**config.mk**
```make
export PLATFORM = sky130hd
export DESIGN_NAME = dmem_port_ctrl
export DESIGN_NICKNAME = d
export VERILOG_FILES = /design/src/rtl/dmem_port_ctrl.sv
export SDC_FILE = /design/constraint.sdc
export NUM_CORES = 1
export LEC_CHECK = 0
export CAP_MARGIN = 40
export CORE_ASPECT_RATIO = 2
export CORE_MARGIN = 5
export CORE_UTILIZATION = 51
export DETAILED_ROUTE_END_ITERATION = 8
export GPL_TIMING_DRIVEN = 0
export PLACE_DENSITY = 0.92
export SLEW_MARGIN = 20
export SYNTH_ARGS = -nofsm -noshare
export SYNTH_HDL_FRONTEND = slang
export SYNTH_SLANG_ARGS = --single-unit
```
**constraint.sdc**
```tcl
create_clock -name clk -period 13.11 [get_ports clk]
set_input_delay 3.933 -clock clk [delete_from_list [all_inputs] [get_ports clk]]
set_output_delay 3.933 -clock clk [all_outputs]
set_load 0.02 [all_outputs]
```
**src/rtl/dmem_port_ctrl.sv**
```systemverilog
// dmem_port_ctrl: MEM-stage data-memory port controller; issues one cache request per op, holds it until dmem_resp, extends load data.
// Ports: clk/rst_n; EX/MEM op (mem_read, mem_write, funct3, mem_addr, mem_wdata); mem_advance, flush;
// cache side dmem_read/write/address/mbe/wdata out, dmem_resp/rdata in; data_resp_dp, load_data, misalign_err, stall_cycles out.
module dmem_port_ctrl #(
  parameter int CNT_W = 16
) (
  input  logic             clk,
  input  logic             rst_n,
  input  logic             mem_read,
  input  logic             mem_write,
  input  logic [2:0]       funct3,
  input  logic [31:0]      mem_addr,
  input  logic [31:0]      mem_wdata,
  input  logic             mem_advance,
  input  logic             flush,
  input  logic             dmem_resp,
  input  logic [31:0]      dmem_rdata,
  output logic             dmem_read,
  output logic             dmem_write,
  output logic [31:0]      dmem_address,
  output logic [3:0]       dmem_mbe,
  output logic [31:0]      dmem_wdata,
  output logic             data_resp_dp,
  output logic [31:0]      load_data,
  output logic             misalign_err,
  output logic [CNT_W-1:0] stall_cycles
);
  localparam logic [1:0] IDLE = 2'd0, BUSY = 2'd1, DONE = 2'd2, DRAIN = 2'd3;
  logic [1:0]  state, state_n, a, cur_a, q_a;
  logic [2:0]  cur_f3, q_f3;
  logic        op, mis, idle, issue, hold, take, q_rd, q_wr;
  logic [3:0]  mbe_c, q_mbe;
  logic [31:0] wdata_c, q_addr, q_wdata, load_q, word, ext;
  assign op      = (mem_read | mem_write) & ~flush;
  assign a       = mem_addr[1:0];
  assign mis     = op & (funct3[1:0] == 2'd1 ? a[0] : funct3[1:0] == 2'd2 ? |a : 1'b0);
  assign idle    = state == IDLE;
  assign issue   = idle & op & ~mis;
  assign hold    = state == BUSY || state == DRAIN;
  assign mbe_c   = mem_read ? 4'hf : funct3[1:0] == 2'd0 ? 4'b0001 << a :
                   funct3[1:0] == 2'd1 ? 4'b0011 << a : 4'hf;
  assign wdata_c = mem_wdata << {a, 3'b000};
  // Once issued, the request comes from the captured copy so a flush or pipeline change cannot disturb it.
  assign dmem_read    = issue ? mem_read  : hold & q_rd;
  assign dmem_write   = issue ? mem_write : hold & q_wr;
  assign dmem_address = issue ? {mem_addr[31:2], 2'b00} : hold ? q_addr : 32'd0;
  assign dmem_mbe     = issue ? mbe_c : hold ? q_mbe : 4'd0;
  assign dmem_wdata   = issue ? wdata_c : hold ? q_wdata : 32'd0;
  // A response only counts for a live op, either same-cycle in IDLE or while waiting in BUSY.
  assign take         = dmem_resp & op & (issue | state == BUSY);
  assign misalign_err = idle & mis;
  assign data_resp_dp = misalign_err | take | (op & state == DONE);
  assign cur_f3 = idle ? funct3 : q_f3;
  assign cur_a  = idle ? a : q_a;
  assign word   = dmem_rdata >> {cur_a, 3'b000};
  assign ext    = cur_f3[1:0] == 2'd0 ? {{24{word[7] & ~cur_f3[2]}}, word[7:0]} :
                  cur_f3[1:0] == 2'd1 ? {{16{word[15] & ~cur_f3[2]}}, word[15:0]} : dmem_rdata;
  assign load_data = misalign_err ? 32'd0 : take ? ext : load_q;
  always_comb begin
    state_n = state == IDLE  ? (issue ? (dmem_resp ? (mem_advance ? IDLE : DONE) : BUSY) : IDLE) :
              state == BUSY  ? (dmem_resp ? (mem_advance | flush ? IDLE : DONE) : flush ? DRAIN : BUSY) :
              state == DONE  ? (mem_advance | flush ? IDLE : DONE) :
                               (dmem_resp ? IDLE : DRAIN);
  end
  always_ff @(posedge clk or negedge rst_n) begin
    if (!rst_n) begin
      state        <= IDLE;
      q_rd         <= 1'b0;
      q_wr         <= 1'b0;
      q_f3         <= 3'd0;
      q_a          <= 2'd0;
      q_addr       <= 32'd0;
      q_mbe        <= 4'd0;
      q_wdata      <= 32'd0;
      load_q       <= 32'd0;
      stall_cycles <= '0;
    end else begin
      state <= state_n;
      if (issue) begin
        q_rd    <= mem_read;
        q_wr    <= mem_write;
        q_f3    <= funct3;
        q_a     <= a;
        q_addr  <= {mem_addr[31:2], 2'b00};
        q_mbe   <= mbe_c;
        q_wdata <= wdata_c;
      end
      load_q <= take ? ext : misalign_err ? 32'd0 : load_q;
      if (state == BUSY && !(&stall_cycles)) stall_cycles <= stall_cycles + 1'b1;
    end
  end
endmodule

```
==> reports/qor.yml <==
run_status: "completed"
rrSetupSlack_ns: 10.56
ctsHoldBuffers: 0
crit_buf_inv: 5
fin_skew_ns: 0.00992
cts_setup_buffers: 0
die_x_um: 94.0
peakVddDrop_mv: 0.123
path_class: "in2out"
antenna_found_initial: 0
drt-wirelength-per-cell_um: 19.5
cts_root_buf: "clkbuf_16"
hold_end: "q_addr[12]$_DFFE_PN0N_"
dieHeight_um: 178
synth_top_area_cell: "dfrtp_1"
swShare_pct: 35.1
drive_gt1_share_pct: 11.1
use_met1_pct: 30.7
pwr-share-seq_pct: 32.9
rr_startpoint: "state[1]$_DFF_PN0_"
cts_buffers: 17
ctsResizeCount: 0
synth_cell_types: 70
drt_iter0_drc: 445
fp.dieArea_mm2: 0.0167
dr.pass1.iters: 5
path_cells: "clkdlybuf4s50_1, buf_2, inv_1, ha_1, nor4b_2, nor4_4, nor2_2, clkbuf_1, nand2_1, o21ai_1, clkdlybuf4s50_1"
critPathRequiredTime_ns: 9.18
grt_pass1_vias: 7332
p_switching_uw: 567
drt_wl_total_um: 24600
cp_max_fo: 10
fmax_mhz: 85.7
clock_power_share_pct: 30.2
path_common_cell: "clkdlybuf4s50_1"
portBuffers: 223
ys_seq_area_share_pct: 42.7
syn_inst: 814
gr-max-usage-layer: "met2"
comb_power_share_pct: 36.9
period_share_pct: 89.0
final_nets: 1169
hold_depth: 2
r2r_cells: 7
cts.sinks: 123
initial_core_util_pct: 51.8
timing.rr.end: "load_q[31]$_DFFE_PN0P_"
cap_violations: 0
rows: 61
syn2layout_area_growth_pct: 43.3
synth_top_area_share_pct: 42.7
grt_max_degree: 67
hold_viol_final: 0
slew_viol_final: 0
slowest_stage: "clkdlybuf4s50_1"
cp_top_family: "buffers and inverters"
grtUsageMet3_pct: 5.83
arrival_ns: 7.73
fp.coreArea_mm2: 0.0139
setup_tns_ns: 0
cts.clk_slew.worst_paths_ns: 0.06
p_int_mw: 1.05
async_flop_share_pct: 100
yosysWarnings: 0
routabilityCongestion: 0.954
grt-ovfl-total: 0
setup.worst_path.start: "mem_addr[1]"
p_per_area_mw_per_mm2: 157
clockBufferDepth: 2
synth-edff-count: 0
hold_class: "reg2reg"
syn_area_mm2: 0.00720
slew_headroom_pct: 42.2
cts_tree: "done"
grt_setup_unrepaired: "false"
start_kind: "input port"
finalSetupViolCount: 0
cp-end-kind: "output port"
ys.flop_type: "dfrtp_1"
yosys_register_bits: 123
track_usage_pct: 29.4
ioPinCount: 226
place_hpwl_um: 18600
drc_errors: 0
syn-mean-instance-area_um2: 8.85
tightestPinTransition_ns: 0.865
grt_pass1_wl_um: 38100
vias: 7262
hold_start: "q_addr[12]$_DFFE_PN0N_"
ant_nets: 0
avgViaCountPerCell: 5.77
max_stage_delay_ns: 0.64
utilization_pct: 74.3
htreeDepth: 4
period_needed_ns: 11.66
use_met2_pct: 52.8
p_leak_nw: 4.91
insertion_delay_ns: 0.41
antenna_cells: 0
synth.area.top_cells: "dfrtp_1 43%, nand2_1 14%, mux2i_1 3.6%"
-- area by class of cell --
class                   instances  area, um^2
multi-input cells             633        3800
fillers                      1061        3570
flip-flops and latches        123        3080
repair buffers                224        2260
clock buffers                  19         453
plain buffers                  55         314
well taps                     189         236
clock inverters                12         164
inverters                       4        15.0
-- synthesized netlist by cell type (8+ instances only) --
master      n
a211oi_1    9
a211oi_2    9
a21o_1     34
a22o_1     18
a22oi_2    10
a32o_1     11
buf_2      20
buf_4       8
clkbuf_1   18
dfrtp_1   123
mux2i_1    26
nand2_1   272
nand2b_1   10
nand3_1    20
nor2_1     19
nor2b_1    12
nor3_1     11
o21ai_0    25
o21ai_1    36
xor2_1     10
-- power groups by stage --
stage | logic [mW] | registers [mW] | clock network [mW]
3_3_place_gp | 0.582 | 0.531 | 0
4_1_cts | 0.599 | 0.530 | 0.494
3_5_place_dp | 0.596 | 0.536 | 0
6_report | 0.598 | 0.532 | 0.489
5_1_grt | 0.641 | 0.541 | 0.517
2_1_floorplan | 0.338 | 0.530 | 0
-- kinds of logic after synthesis --
| kind of cell | synth area share (%) |
|---|---|
| XOR/XNOR | 1.70 |
| AND/OR/NAND/NOR | 23.3 |
| adder cells (fa/ha/maj) | 0.869 |
| multiplexers | 3.93 |
| flip-flops | 42.7 |
| buffers and inverters | 4.57 |
| other | 0.0521 |
| AO/OA/AOI/OAI | 22.8 |
-- through the flow --
step	hold slack, ns	cell area, um^2	worst slack (ns)	power, mW	std cells
finish	0.474	10300	1.45	1.62	1259
global route	0.484	10300	1.34	1.70	1259
CTS	0.477	10300	1.49	1.62	1259
detailed placement	0.463	9700	1.51	1.13	1228
global placement	0.454	9670	1.51	1.11	1227
floorplan	0.442	7210	3.12	0.868	815
-- state kept, by name, summed over array words and instances (netlist names) --
| register | flops |
|---|---|
| state | 2 |
| q_addr | 30 |
| load_q | 32 |
| q_f3 | 3 |
| q_wdata | 32 |
| stall_cycles | 16 |
| q_mbe | 4 |
| q_a | 2 |
| q_wr | 1 |
| q_rd | 1 |
-- layer usage --
layer | vias up | share of wire [%]
met5 | - | 0
met4 | 0 | 6.7
met3 | 95 | 6.0
met2 | 356 | 53
met1 | 3470 | 34
li1 | 3341 | -
-- placed cells by master, fill, tap and decap left out, types with 12 or more instances in the layout --
master,instances
nor2_1,19
clkbuf_1,18
o21ai_1,36
clkdlybuf4s50_1,222
a22o_1,18
clkbuf_16,17
o21ai_0,25
nand3_1,20
mux2i_1,26
nor2b_1,12
dfrtp_1,123
nand2_1,272
a21o_1,34
buf_2,20
-- worst max-delay path by stage --
stage,to,slack (ns),depth (start not counted)
3_3_place_gp,load_data[8],1.51,11
6_report,load_data[11],1.45,11
3_5_place_dp,load_data[11],1.51,11
5_1_grt,load_data[10],1.34,11
4_1_cts,load_data[11],1.49,11
2_1_floorplan,load_data[19],3.12,9
-- tightest hold or removal path, cell delays in order (launching register included) --
cell and delay (ns):
dfrtp_1 0.34, nand2_1 0.05, nand2_1 0.05
No activity file was read; power rests on OpenSTA's default activity.
